--- src/rtl/mem_rd_sched_pkg.sv ---
// Shared constants, state encoding and address helpers for the memory read-port scheduler.
// Address layout: thread-region bits above MEM_ADDR_MSB, word-within-region bits below.
package mem_rd_sched_pkg;

  localparam int MEM_TOTAL_MSB = 10;
  localparam int MEM_ADDR_MSB  = 7;
  localparam int BURST_LEN_MSB = 3;
  localparam int AW            = MEM_TOTAL_MSB + 1;
  localparam int LW            = BURST_LEN_MSB + 1;

  typedef enum logic {
    IDLE,
    BURST
  } state_t;

  // Only the in-region bits advance; the thread bits are carried through untouched.
  function automatic logic [AW-1:0] addr_inc(input logic [AW-1:0] a);
    logic [MEM_ADDR_MSB:0] lo;
    lo = a[MEM_ADDR_MSB:0] + 1'b1;
    return {a[MEM_TOTAL_MSB:MEM_ADDR_MSB+1], lo};
  endfunction

  function automatic logic at_region_end(input logic [AW-1:0] a);
    return &a[MEM_ADDR_MSB:0];
  endfunction

endpackage

--- src/rtl/mem_rd_sched_if.sv ---
// Requester/memory-port bundle for mem_rd_sched; master = requester side, slave = scheduler.
// Requester i occupies slice i of req_addr/req_len; the CPU is index N_CORES.
interface mem_rd_sched_if #(
  parameter int N_CORES = 3
);
  import mem_rd_sched_pkg::*;

  localparam int N_REQ = N_CORES + 1;

  logic [N_REQ-1:0]    req;
  logic [N_REQ*AW-1:0] req_addr;
  logic [N_REQ*LW-1:0] req_len;
  logic [N_REQ-1:0]    gnt;
  logic                mem_rd_en;
  logic [AW-1:0]       mem_rd_addr;
  logic [N_REQ-1:0]    dout_valid;
  logic                busy;
  logic                err;

  modport master (
    output req, req_addr, req_len,
    input  gnt, mem_rd_en, mem_rd_addr, dout_valid, busy, err
  );

  modport slave (
    input  req, req_addr, req_len,
    output gnt, mem_rd_en, mem_rd_addr, dout_valid, busy, err
  );

endinterface

--- src/rtl/mem_rd_sched_rr_pick.sv ---
// Combinational round-robin picker: first asserted req at or after start, wrapping.
// Zero latency; onehot is all-zero when no req is asserted.
module rr_pick #(
  parameter int N  = 3,
  parameter int PW = 2
) (
  input  logic [N-1:0]  req,
  input  logic [PW-1:0] start,
  output logic [N-1:0]  onehot,
  output logic [PW-1:0] idx
);

  int j;

  // Scanning from the far end lets the nearest candidate overwrite later ones.
  always_comb begin
    onehot = '0;
    idx    = '0;
    j      = 0;
    for (int k = N - 1; k >= 0; k--) begin
      j = (int'(start) + k) % N;
      if (req[j]) begin
        onehot    = '0;
        onehot[j] = 1'b1;
        idx       = PW'(j);
      end
    end
  end

endmodule

--- src/rtl/mem_rd_sched.sv ---
// Read-port scheduler: round-robin over procb readers, CPU lowest priority; grant/first read 1 cycle after req, dout_valid 1 cycle after each read.
// Bursts of 1..16 words run to completion; MEM_RD_SCHED_STARVE_EN adds a CPU anti-starvation override.
module mem_rd_sched
  import mem_rd_sched_pkg::*;
#(
  parameter int N_CORES      = 3,
  parameter int STARVE_LIMIT = 64
) (
  input logic           CLK,
  input logic           RST,
  mem_rd_sched_if.slave bus
);

  localparam int N_REQ = N_CORES + 1;
  localparam int CPU   = N_CORES;
  localparam int PW    = (N_CORES > 1) ? $clog2(N_CORES) : 1;
  localparam int WW    = $clog2(N_REQ);
  localparam logic [PW-1:0] RR_LAST = PW'(N_CORES - 1);

  state_t           state_q, state_d;
  logic [WW-1:0]    win_q, win_d;
  logic [AW-1:0]    addr_q;
  logic [LW-1:0]    cnt_q;
  logic             first_q;
  logic             err_q;
  logic [PW-1:0]    rr_ptr_q;
  logic [N_REQ-1:0] dv_q;
  logic [N_REQ-1:0] gnt;
  logic [N_CORES-1:0] pick_oh;
  logic [PW-1:0]    pick_idx;
  logic             pick_any;
  logic             cpu_sel;
  logic             starve;
  logic             busy;

  rr_pick #(.N(N_CORES), .PW(PW)) u_rr_pick (
    .req    (bus.req[N_CORES-1:0]),
    .start  (rr_ptr_q),
    .onehot (pick_oh),
    .idx    (pick_idx)
  );

  assign pick_any = |pick_oh;
  assign cpu_sel  = bus.req[CPU] && (!pick_any || starve);
  assign win_d    = cpu_sel ? WW'(CPU) : WW'(pick_idx);

`ifdef MEM_RD_SCHED_STARVE_EN
  localparam int CW = $clog2(STARVE_LIMIT + 1) + 1;
  logic [CW-1:0] cpu_wait_q;

  always_ff @(posedge CLK or posedge RST) begin
    if (RST) begin
      cpu_wait_q <= '0;
    end else if (!bus.req[CPU] || gnt[CPU]) begin
      cpu_wait_q <= '0;
    end else if (!(&cpu_wait_q)) begin
      cpu_wait_q <= cpu_wait_q + 1'b1;
    end
  end

  assign starve = (cpu_wait_q >= CW'(STARVE_LIMIT));
`else
  assign starve = 1'b0;
`endif

  a_starve_limit_pos: assert property (@(posedge CLK) STARVE_LIMIT > 0);

  always_ff @(posedge CLK or posedge RST) begin
    if (RST) state_q <= IDLE;
    else     state_q <= state_d;
  end

  always_comb begin
    state_d = state_q;
    busy    = (state_q == BURST);
    gnt     = '0;
    case (state_q)
      IDLE: begin
        if (|bus.req) state_d = BURST;
      end
      BURST: begin
        if (cnt_q == '0) state_d = IDLE;
        if (first_q) gnt[win_q] = 1'b1;
      end
      default: state_d = IDLE;
    endcase
  end

  always_ff @(posedge CLK or posedge RST) begin
    if (RST) begin
      win_q    <= '0;
      addr_q   <= '0;
      cnt_q    <= '0;
      first_q  <= 1'b0;
      err_q    <= 1'b0;
      rr_ptr_q <= '0;
      dv_q     <= '0;
    end else begin
      dv_q <= '0;
      if (busy) dv_q[win_q] <= 1'b1;
      if (state_q == IDLE) begin
        if (|bus.req) begin
          win_q   <= win_d;
          addr_q  <= bus.req_addr[win_d*AW +: AW];
          cnt_q   <= bus.req_len[win_d*LW +: LW];
          first_q <= 1'b1;
          // A starvation-forced CPU grant leaves the procb rotation where it was.
          if (!cpu_sel) rr_ptr_q <= (pick_idx == RR_LAST) ? '0 : pick_idx + 1'b1;
        end
      end else begin
        first_q <= 1'b0;
        if (cnt_q != '0) begin
          cnt_q  <= cnt_q - 1'b1;
          addr_q <= addr_inc(addr_q);
          if (at_region_end(addr_q)) err_q <= 1'b1;
        end
      end
    end
  end

  assign bus.gnt         = gnt;
  assign bus.mem_rd_en   = busy;
  assign bus.mem_rd_addr = busy ? addr_q : '0;
  assign bus.dout_valid  = dv_q;
  assign bus.busy        = busy;
  assign bus.err         = err_q;

endmodule

--- src/flat_wrapper.sv ---
// flat-port wrapper written by rule: the top's interface ports become plain ports
module mem_rd_sched_flat import mem_rd_sched_pkg::*;
#(
  parameter int N_CORES      = 3,
  parameter int STARVE_LIMIT = 64
)
  (CLK, RST, bus_req, bus_req_addr, bus_req_len, bus_gnt, bus_mem_rd_en, bus_mem_rd_addr, bus_dout_valid, bus_busy, bus_err);
  mem_rd_sched_if #(.N_CORES(N_CORES)) bus_i ();
  input logic CLK;
  input logic RST;
  input wire logic [$bits(bus_i.req)-1:0] bus_req;
  input wire logic [$bits(bus_i.req_addr)-1:0] bus_req_addr;
  input wire logic [$bits(bus_i.req_len)-1:0] bus_req_len;
  output wire logic [$bits(bus_i.gnt)-1:0] bus_gnt;
  output wire logic [$bits(bus_i.mem_rd_en)-1:0] bus_mem_rd_en;
  output wire logic [$bits(bus_i.mem_rd_addr)-1:0] bus_mem_rd_addr;
  output wire logic [$bits(bus_i.dout_valid)-1:0] bus_dout_valid;
  output wire logic [$bits(bus_i.busy)-1:0] bus_busy;
  output wire logic [$bits(bus_i.err)-1:0] bus_err;
  assign bus_i.req = bus_req;
  assign bus_i.req_addr = bus_req_addr;
  assign bus_i.req_len = bus_req_len;
  assign bus_gnt = bus_i.gnt;
  assign bus_mem_rd_en = bus_i.mem_rd_en;
  assign bus_mem_rd_addr = bus_i.mem_rd_addr;
  assign bus_dout_valid = bus_i.dout_valid;
  assign bus_busy = bus_i.busy;
  assign bus_err = bus_i.err;
  mem_rd_sched #(.N_CORES(N_CORES), .STARVE_LIMIT(STARVE_LIMIT)) u_core (.CLK(CLK), .RST(RST), .bus(bus_i));
endmodule
--- config.mk ---
export PLATFORM = sky130hd
export DESIGN_NAME = mem_rd_sched_flat
export DESIGN_NICKNAME = d
export VERILOG_FILES = /design/src/rtl/mem_rd_sched_pkg.sv /design/src/rtl/mem_rd_sched_if.sv /design/src/rtl/mem_rd_sched_rr_pick.sv /design/src/rtl/mem_rd_sched.sv /design/src/flat_wrapper.sv
export SDC_FILE = /design/constraint.sdc
export NUM_CORES = 1
export LEC_CHECK = 0
export CAP_MARGIN = 25
export CORE_MARGIN = 3
export CORE_UTILIZATION = 46
export DETAILED_ROUTE_END_ITERATION = 10
export PLACE_DENSITY = 0.83
export REMOVE_ABC_BUFFERS = 1
export SYNTH_ARGS = -nofsm -noshare
export SYNTH_HDL_FRONTEND = slang
export SYNTH_SLANG_ARGS = --single-unit
--- constraint.sdc ---
create_clock -name CLK -period 3.7 [get_ports CLK]
set_input_delay 0.74 -clock CLK [delete_from_list [all_inputs] [get_ports CLK]]
set_output_delay 0.74 -clock CLK [all_outputs]
set_load 0.05 [all_outputs]
==> impl_results.md, run 1 <==
- Synth Register Bits: 26
- Pint: 0.00135 W
- Max Clk Rate: 349 MHz
- Routed wire per std cell: 15.7 µm
- Post-layout min period: 2860 ps
- Pwr per Cell Area: 905 mW/mm²
- I/O pin total: 88
- First-iteration detailed-routing DRC count: 96
- Worst rel slew slack: 0.475
- Combinational share of power: 0.715
- Clock Latency Late Sink: 280 ps
- Final Max Tran Viols: 0
- Post-Syn Instances: 237
- Post-synth top area share: 0.316
- Reg clk slew, reported paths: 90 ps
- Antenna-violating nets left: 0
- H-Tree Level Count: 1
- Status: complete, no violations
- Worst EP arrival: 3010 ps
- # setup viols final: 0
- Clk sinks: 26
- Synth top cells by count: 27 x mux2i_1, 26 x dfrtp_1, 25 x nor2_1
- Max-cap viol count: 0
- Top cells by area, synth: dfrtp_1 32%, mux2i_1 13%, o221ai_1 5.9%, nor2_1 4.6%, and2_1 3.6%
- Hold Path Class: reg2reg
- Antenna violations before repair: 0
- # DRC: 0
- Clock Power Share: 0.088
- Clock Path Buffers: 2
- Tightest Pin Transition: 785 ps
- Die area: 0.00532 mm²
- Starting Density: 0.494
- Largest area contributor in the netlist: dfrtp_1
- Final hold viol count: 0
- Leakage: 1.33 nW
- DRT Pass-1 Iters: 4
- Global-route wire length before repair: 9360 µm
- Die W: 73.0 µm
- Post-synth EDFFs: 0
- PortBufs: 87
- Setup Fix Bufs, Post-CTS: 0
- Avg Inst Size Synth: 8.70 µm²
- Nets: 391
- Core Area: 0.00417 mm²
- Net Sw Frac: 0.506
- Number of buffers created by CTS: 3
- Area growth, synth to finish: 46.8%
- CTS tree: done
- Total gr overflow: 0
- Clock skew: 4.10 ps
- HPWL Detailed: 4570 µm
- WL final: 5780 µm
- Worst vdd ir: 395 µV
- Post-synthesis sequential area ratio: 0.316
- Vias per inst: 5.71
- Max Fanout on Critical Path: 11
- Die Span Y: 73.0 µm
- Vias in the first global route: 1,998
- Share of cells above drive strength 1: 0.0660
- PostCTS Resize Cnt: 0
- Reg power frac: 0.198
- Ant. Diodes: 0
- CTS root buffer: clkbuf_8
- Yosys warns: 0
- Final Util: 0.726
- CP Launch Type: input port
- Unrepaired setup endpoints after global routing: no
- Mapped cell area: 0.00206 mm²
- FFs w/ async S/R, synth: 1.00
- Most common cell in the synthesized netlist: mux2i_1
- WS Path Type: in2reg
- WHS: 476 ps
- Vias: 2,102
- Total GRT Usage: 0.220
- Main synth FF type: dfrtp_1
- Setup TNS Final: 0 ps
- Final Cycle Share: 0.774
- Post-CTS Hold Fix Bufs: 0
- RD Place Congestion: 0.894
- Worst setup EP type: flop
- Filler Cell Count: 319
- Pin count of the biggest net entering global routing: 27
- Net Switching: 0.00139 W
- Critical Path RT: 3850 ps
- Cell Rows: 23
- Synth unique cells: 47
## through the flow
stage	instance area, µm²	std cells	power [W]	setup slack [ps]
6_report	3030	368	0.00274	837
5_1_grt	3030	368	0.00295	583
4_1_cts	3000	367	0.00273	857
3_5_place_dp	2930	363	0.00249	583
3_3_place_gp	2930	363	0.00246	605
2_1_floorplan	1970	223	0.00194	249
## registers in the layout, indices dropped and copies added, names as in the netlist
register and flops:
u_core.cnt_q 4, u_core.bus.err 1, u_core.addr_q 11, u_core.first_q 1, u_core.bus.busy 1, u_core.win_q 2
u_core.bus.dout_valid 4, u_core.rr_ptr_q 2
## path summary, 6_finish.rpt
path                                     from               end  slack, ps  cells past startpoint
min in group asynchronous                 RST  u_core.addr_q[8]        670                      2
max                                bus_req[2]  u_core.addr_q[2]        840                      8
max reg2reg                u_core.rr_ptr_q[0]   u_core.cnt_q[0]       1010                      9
min reg2reg                    u_core.bus.err    u_core.bus.err        480                      1
max in group asynchronous                 RST    u_core.bus.err       2670                      3
min                            u_core.bus.err    u_core.bus.err        480                      1
## layout make-up
| type | count | area, µm² | area share |
|---|---|---|---|
| multi-input cells | 186 | 1280 | 0.423 |
| repair buffers | 91 | 921 | 0.304 |
| flip-flops and latches | 26 | 651 | 0.215 |
| well taps | 50 | 62.6 | 0.0207 |
| clock buffers | 3 | 41.3 | 0.0136 |
| inverters | 11 | 41.3 | 0.0136 |
| clock inverters | 1 | 30.0 | 0.00992 |
## layout by cell type, fill, tap and decap left out, types with 3 or more instances in the layout
cell type,instances
a21o_1,3
a21oi_1,10
a31oi_1,3
and2_1,12
buf_4,3
clkbuf_8,3
clkdlybuf4s50_1,87
dfrtp_1,26
ha_1,6
inv_1,10
mux2_2,3
mux2i_1,27
nand2_1,20
nand2b_1,5
nand3_1,12
nor2_1,25
nor3b_1,3
o21ai_0,10
o221ai_1,14
## kinds of logic after synthesis
logic type / synth area share
AO/OA/AOI/OAI: 0.194
adder cells (fa/ha/maj): 0.0364
AND/OR/NAND/NOR: 0.229
XOR/XNOR: 0.00425
multiplexers: 0.155
flip-flops: 0.316
buffers and inverters: 0.0661
## power groups by stage
stage               Sequential (W)  Clock, W  Combinational (W)
floorplan                 0.000619         0            0.00132
global placement          0.000541         0            0.00192
detailed placement        0.000545         0            0.00194
CTS                       0.000539  0.000241            0.00195
global route              0.000560  0.000252            0.00214
finish                    0.000542  0.000240            0.00196
## layer usage
layer	track usage	wire length, µm
met1	0.296	2400
met4	0.0512	97
met5	0	0
met3	0.0234	311
met2	0.379	2970
## worst max-delay path: stages
cell and delay [ps]:
clkdlybuf4s50_1 690, nor4_1 130, nor2_1 620, nor2_1 250, inv_2 190, o21ai_0 110
a21oi_1 150, o221ai_1 110
Power figures use the tool's default switching activity.
==> run 2, diff against run 1 <==
--- a/config.mk
+++ b/config.mk
@@ -7,9 +7,9 @@
 export LEC_CHECK = 0
 export CAP_MARGIN = 25
 export CORE_MARGIN = 3
-export CORE_UTILIZATION = 46
+export CORE_UTILIZATION = 43
 export DETAILED_ROUTE_END_ITERATION = 10
-export PLACE_DENSITY = 0.83
+export PLACE_DENSITY = 0.78
 export REMOVE_ABC_BUFFERS = 1
 export SYNTH_ARGS = -nofsm -noshare
 export SYNTH_HDL_FRONTEND = slang
==> constraint.sdc (replaced) <==
create_clock -name CLK -period 3 [get_ports CLK]
set_input_delay 0.6 -clock CLK [delete_from_list [all_inputs] [get_ports CLK]]
set_output_delay 0.6 -clock CLK [all_outputs]
set_load 0.05 [all_outputs]
==> impl_results.md, run 2 (synthesis gave the netlist of run 1 again) <==
- Pin count of the biggest net entering global routing: 27 (unchanged)
- Total gr overflow: 0 (unchanged)
- I/O pin total: 88 (unchanged)
- Unrepaired setup endpoints after global routing: no
- H-Tree Level Count: 1 (unchanged)
- Max reg flops: 11 (unchanged)
- Die Span Y: 75.3 µm (+3.2%)
- Cell Rows: 24 (+4.3%)
- Setup Fix Bufs, Post-CTS: 0 (unchanged)
- Die area: 0.00566 mm² (+6.4%)
- PortBufs: 87 (unchanged)
- Critical Path Start: u_core.rr_ptr_q[0]
- WS Path Type: reg2reg
- Worst rel slew slack: 0.660 (+0.186)
- Status: complete, no violations
- Antenna violations before repair: 0 (unchanged)
- CP Launch Type: flop
- Max Clk Rate: 372 MHz
- PostCTS Resize Cnt: 0 (unchanged)
- Share of cells above drive strength 1: 0.0833 (+0.0173)
- # setup viols final: 0 (unchanged)
- Leakage: 1.35 nW (+1.6%)
- Reg clk slew, reported paths: 90 ps (about the same)
- Final hold viol count: 0 (unchanged)
- Ant. Diodes: 0 (unchanged)
- DRT Pass-1 Iters: 4 (unchanged)
- Die W: 75.3 µm (+3.2%)
- # DRC: 0 (unchanged)
- Starting Density: 0.458 (-0.0364)
- Tightest Pin Transition: 508 ps (-277 ps)
- Routed wire per std cell: 15.6 µm (-0.42%)
- Most frequent cells in the layout: 87 x clkdlybuf4s50_1, 27 x mux2i_1, 26 x dfrtp_1
- Final Util: 0.678 (-0.0473)
- Vias in the first global route: 1,983 (-0.75%)
- RD Place Congestion: 0.856 (-4.2%)
- Nets: 397 (+1.5%)
- Worst reg2reg path startpoint: u_core.rr_ptr_q[0]
- Filler Cell Count: 372 (+17%)
- Reg with most FFs: u_core.addr_q
- Final Max Tran Viols: 0 (unchanged)
- Commonest non-fill, non-tap cell in the layout: clkdlybuf4s50_1
- Post-CTS Hold Fix Bufs: 0 (unchanged)
- Total power: 0.00343 W (+25%)
- Clock skew: 2.74 ps (-1.36 ps)
- Vias: 2,172 (+3.3%)
- Number of buffers created by CTS: 3 (unchanged)
- Clock Latency Late Sink: 280 ps (about the same)
- Antenna-violating nets left: 0 (unchanged)
- Core Area: 0.00450 mm² (+7.9%)
- Pwr per Cell Area: 1120 mW/mm² (+24%)
- Hold Path Class: reg2reg
- HPWL Detailed: 4600 µm (+0.64%)
- CTS tree: done
- Global-route wire length before repair: 9230 µm (-1.4%)
- Clock Path Buffers: 2 (unchanged)
- Area after DPL: 0.00298 mm² (+1.9%)
- First-iteration detailed-routing DRC count: 80 (-17%)
- Worst vdd ir: 569 µV (+44%)
- Vias per inst: 5.78 (+1.1%)
- Final Cycle Share: 0.895
- WL final: 5880 µm (+1.7%)
- Max Fanout on Critical Path: 10 (-1)
- Post-layout min period: 2690 ps
- Post-route cell area: 0.00306 mm² (+0.91%)
- Setup TNS Final: 0 ps (unchanged)
- Max-cap viol count: 0 (unchanged)
- Area growth, synth to finish: 48.2%
- Worst EP arrival: 2840 ps (-170 ps)
- Critical Path RT: 3160 ps (-690 ps)
- CTS root buffer: clkbuf_8
- Worst Hold Launch: u_core.bus.err
- Worst setup EP type: flop
- Clk sinks: 26 (unchanged)
- Total GRT Usage: 0.209 (-0.0114)
-- run 2: critical path, stage by stage, from the launching register on --
cell and delay [ps]:
dfrtp_1 410, inv_1 80, ha_1 470, nand2_2 110, a221o_1 360, and3_1 190
o211ai_2 330, nand2_4 180, a221oi_1 340, o22ai_1 110
-- run 2: cell type report --
type,instances,area [µm²],area share
Tap cell,52,65.1,0.0213
Clock inverter,1,30.0,0.00983
Multi-Input combinational cell,186,1280,0.419
Sequential cell,26,651,0.213
Clock buffer,3,41.3,0.0135
Timing Repair Buffer,97,946,0.310
Inverter,11,41.3,0.0135
-- run 2: power breakdown --
part	switching, W	internal [W]
clock	0.000118	0.000179
sequential	0.000150	0.000521
combinational	0.00145	0.00101
-- run 2: final timing paths --
| check | to | slack (ps) | cells after the start |
|---|---|---|---|
| min | u_core.bus.err | 480 | 1 |
| min reg2reg | u_core.bus.err | 480 | 1 |
| max | u_core.cnt_q[0] | 310 | 9 |
| max reg2reg | u_core.cnt_q[0] | 310 | 9 |
| max in group asynchronous | u_core.addr_q[4] | 2070 | 3 |
| min in group asynchronous | u_core.cnt_q[0] | 680 | 3 |
-- run 2: stage by stage --
step / std cells / hold WS [ps] / setup slack, ps
2_1_floorplan: 223 / 447 / -451
3_3_place_gp: 372 / 442 / 162
3_5_place_dp: 372 / 462 / 58.6
4_1_cts: 376 / 484 / 323
5_1_grt: 376 / 498 / 95.2
6_report: 376 / 481 / 315
-- run 2: layer usage --
layer  wire length (µm)  part of all wire  track usage  up-vias
li1                   -                 -            -     1038
met1               2540              0.43        0.289     1028
met2               2750              0.47        0.333       98
met3                472             0.080       0.0427        8
met4                111             0.019       0.0544        0
met5                  0                 0            0        -
==> RTL edit 1: new RTL, flow settings as in run 2 <==
Change the package constant `MEM_TOTAL_MSB` from 10 to 11.
--- a/src/rtl/mem_rd_sched_pkg.sv
+++ b/src/rtl/mem_rd_sched_pkg.sv
@@ -3,5 +3,5 @@
 package mem_rd_sched_pkg;
 
-  localparam int MEM_TOTAL_MSB = 10;
+  localparam int MEM_TOTAL_MSB = 11;
   localparam int MEM_ADDR_MSB  = 7;
   localparam int BURST_LEN_MSB = 3;
Ports: changed (resized bus_mem_rd_addr and bus_req_addr); port bits go from 88 to 93. The function was not compared with the original's and may differ.
==> RTL edit 1 against run 2 <==
Non-clock buffer count increased by 20; count of clock-buffer cells in the layout grew 1; sequential cell count increased by 1; via count down 4.7%; design area up 6.8%; setup slack worse by 0.16 ns; wire length is 0.29% lower; cell count grew 1.1%; first-iteration DRC count up 110%; combinational power up 18%; area after synthesis is 1.2% higher; total power increased by 12%; largest cell class unchanged.
==> RTL edit 1: results <==
set metrics [dict create \
    run_status "completed" \
    power.static_leakage_nw 1.44 \
    num-multi-input-gates 170 \
    crit_end "bus_gnt[2]" \
    final-nonclk-buf-share_pct 34.4 \
    detailedPlacementHpwl_mm 4.73 \
    worst_path_max_delay_cell "clkdlybuf4s50_1" \
    post_route_cells_drive_above_1_share_pct 15.2 \
    worst_ir_drop_vdd_uv 691 \
    fin_nets 405 \
    synth.mux.area_fraction_pct 20.8 \
    grt_start_max_net_pins 28 \
    detail_route.iter0.violations 166 \
    placement.io_buffers 92 \
    reg2reg_slack_ns 0.18 \
    ys_top_cells_by_count "27 x dfrtp_1, 25 x mux2i_1, 16 x nand2_1, 16 x nor2_1, 12 x and2_1" \
    reg2regPathDepth 10 \
    power.density_cell_area_nw_per_um2 1180 \
    multi_input_area_um2 1320 \
    count_of_sequential_standard_cells 27 \
    global_route_wire_length_before_repair_mm 9.48 \
    gr-usage-met2_pct 35.5 \
    drt_wl_total_mm 5.86 \
    wl_met3_um 340 \
    critical-path-top-delay-family "buffers and inverters" \
    critical-path-max-stage-delay_ns 0.81 \
    crit_arrival_ns 2.24 \
    wl_met2_mm 2.84 \
    capture_instance_of_the_worst_register_to_register_path "u_core.addr_q[9]" \
    netSwitchingFraction_pct 47.6 \
    postSynthAreaPerCell_um2 9.49 \
    synth_xor_xnor_area_share_pct 0 \
    nonClockBufferCount 117 \
    path_max_fanout 23 \
    largest_register_ffs 12 \
    synth-seq-area-share_pct 32.4 \
    route.detailed.wl_per_inst_um 15.4 \
    final_layout_clock_buffer_total 4 \
    synth_fa_ha_area_share_pct 3.60 \
    place.detailed.instances 376 \
    detail_route.wirelength.met1_mm 2.63 \
    inv_count 10 \
    share_of_the_synthesized_area_in_compound_gates_ao_oa_aoi_oai_pct 18.6 \
    routabilityCongestion 0.889 \
    global_route.usage.total_pct 21.4 \
    yosys-top-cells-area "dfrtp_1 32%, mux2i_1 12%, o221ai_1 4.6%, mux4_2 4.3%, mux2_2 3.8%" \
    timing.clock.skew_ns 0.00282 \
    preCtsSetupSlack_ns -0.0953 \
    filler_cell_count 365 \
    met3_usage_pct 3.43 \
    worst_pin_slew_ns 0.681 \
]
RTL edit 1: cell count changes in the layout (fill, tap and decap cells not counted), sizes merged, moves of 3 or more:
| cell | delta |
|---|---|
| buf | +15 |
| nand3 | -9 |
| nor2 | -9 |
| nand2 | -7 |
| o21ai | -6 |
| clkdlybuf4s50 | +5 |
| mux2 | +4 |
| mux4 | +4 |
| nor3 | +3 |
| o21a | +3 |
| o221ai | -3 |
RTL edit 1: power by group through the flow:
stage	Combinational (mW)	Sequential, mW	Clock [mW]
finish	2.91	0.718	0.216
global route	3.16	0.746	0.231
CTS	2.92	0.716	0.219
detailed placement	2.90	0.722	0
global placement	2.87	0.719	0
floorplan	1.85	0.804	0
RTL edit 1: logic make-up (layout without fill, tap and decap cells):
group / after synthesis / in the layout
and+or+nand+nor: 75 / 75
AOI/OAI and AO/OA: 52 / 52
muxes: 37 / 37
DFF: 27 / 27
buffers and inverters: 23 / 131
adders and majority gates: 6 / 6
==> RTL edit 2: new RTL, settings of run 2 <==
Without the edit above. The option `MEM_RD_SCHED_STARVE_EN` is turned on by a define.
--- a/src/rtl/mem_rd_sched.sv
+++ b/src/rtl/mem_rd_sched.sv
@@ -1,4 +1,6 @@
 // Read-port scheduler: round-robin over procb readers, CPU lowest priority; grant/first read 1 cycle after req, dout_valid 1 cycle after each read.
 // Bursts of 1..16 words run to completion; MEM_RD_SCHED_STARVE_EN adds a CPU anti-starvation override.
+`define MEM_RD_SCHED_STARVE_EN
+
 module mem_rd_sched
   import mem_rd_sched_pkg::*;
Behaviour: same outputs for any inputs over 4 cycles, from zero or initial values and one cycle with RST high; that may be too few to reach the edited logic, so the function may still have changed.
==> RTL edit 2 against run 2 <==
Sequential power is 16% higher; setup slack worse by 0.11 ns; largest power group unchanged; sequential share of layout area up 1.6 points; sequential cell count rose by 8; hold slack about the same; critical path depth up 2; critical path type unchanged; area after synthesis is 22% higher; total power up 9.3%; count of clock-buffer cells in the layout up 3; combinational power increased by 6%; design area rose by 21%; clock skew rose by 0.0025 ns; wire length rose by 27%; clock power is 22% higher.
==> RTL edit 2: results <==
set metrics [dict create \
    vias 2560 \
    critical-path-max-stage-delay_ns 0.42 \
    clock_area_share_pct 2.56 \
    worst_hold_slack_ns 0.481 \
    reg2reg_slack_ns 0.20 \
    capture_instance_of_the_worst_register_to_register_path "u_core.addr_q[7]" \
    met3_usage_pct 4.45 \
    crit_end "u_core.addr_q[7]" \
    post_route_cells_drive_above_1_share_pct 13.3 \
    worst_path_max_delay_cell "dfrtp_1" \
    routabilityCongestion 0.885 \
    first_global_vias 2485 \
    detail_route.iter0.violations 202 \
    final_layout_clock_buffer_total 6 \
    path_clk_slew_ns 0.07 \
    postSynthAreaPerCell_um2 8.86 \
    power.net_switching_mw 1.79 \
    place.detailed.instances 453 \
    run_status "completed" \
    fin_nets 462 \
    yosys-top-cells-area "dfrtp_1 34%, mux2i_1 7.5%, o221ai_1 4.5%, nor2_1 4.0%, nand2_1 3.9%" \
    path_max_fanout 12 \
    synth-seq-area-share_pct 33.7 \
    multi_input_area_share_pct 42.6 \
    area_growth_syn_to_layout_pct 46.9 \
    netlist_area_um2 2520 \
    filler_cell_count 481 \
    route.detailed.wl_per_inst_um 16.1 \
    wl_met3_um 624 \
    total_cell_area_at_the_placement_stage_um2 3580 \
    power.static_leakage_nw 1.60 \
    slew-limit-headroom_pct 65.5 \
    ys_top_cells_by_count "34 x dfrtp_1, 27 x nor2_1, 26 x nand2_1" \
    num-multi-input-gates 226 \
    grt_start_max_net_pins 35 \
    worst_ir_drop_vdd_uv 544 \
    synth_seq_cells 34 \
    grt_use_met1_pct 28.9 \
    h_tree_depth_reported_by_cts 2 \
    wl_met2_mm 3.46 \
    detailedPlacementHpwl_mm 5.93 \
    nonClockBufferCount 111 \
    cts_buffers 5 \
    seq_power_share_pct 20.8 \
    synth_top_area_share_pct 33.7 \
    final_min_period_over_clock_period_pct 93.3 \
    layout.area.seq_um2 851 \
    drt_wl_total_mm 7.45 \
    timing.clock.skew_ns 0.00527 \
]
RTL edit 2: cells by family (layout without fill, tap and decap cells):
group / count (synthesis) / in the layout / synth area share (%)
AO/OA/AOI/OAI: 73 / 73 / 21.9
XOR/XNOR: 4 / 4 / 1.39
adder cells (fa/ha/maj): 7 / 7 / 3.47
buffers and inverters: 25 / 130 / 4.51
flip-flops: 34 / 34 / 33.7
multiplexers: 25 / 25 / 10.5
AND/OR/NAND/NOR: 117 / 117 / 24.6
RTL edit 2: power groups by stage:
stage | logic (mW) | clock network [mW] | registers (mW)
floorplan | 1.56 | 0 | 0.881
CTS | 2.56 | 0.367 | 0.775
global placement | 2.49 | 0 | 0.779
detailed placement | 2.55 | 0 | 0.785
finish | 2.60 | 0.363 | 0.780
global route | 2.83 | 0.389 | 0.803
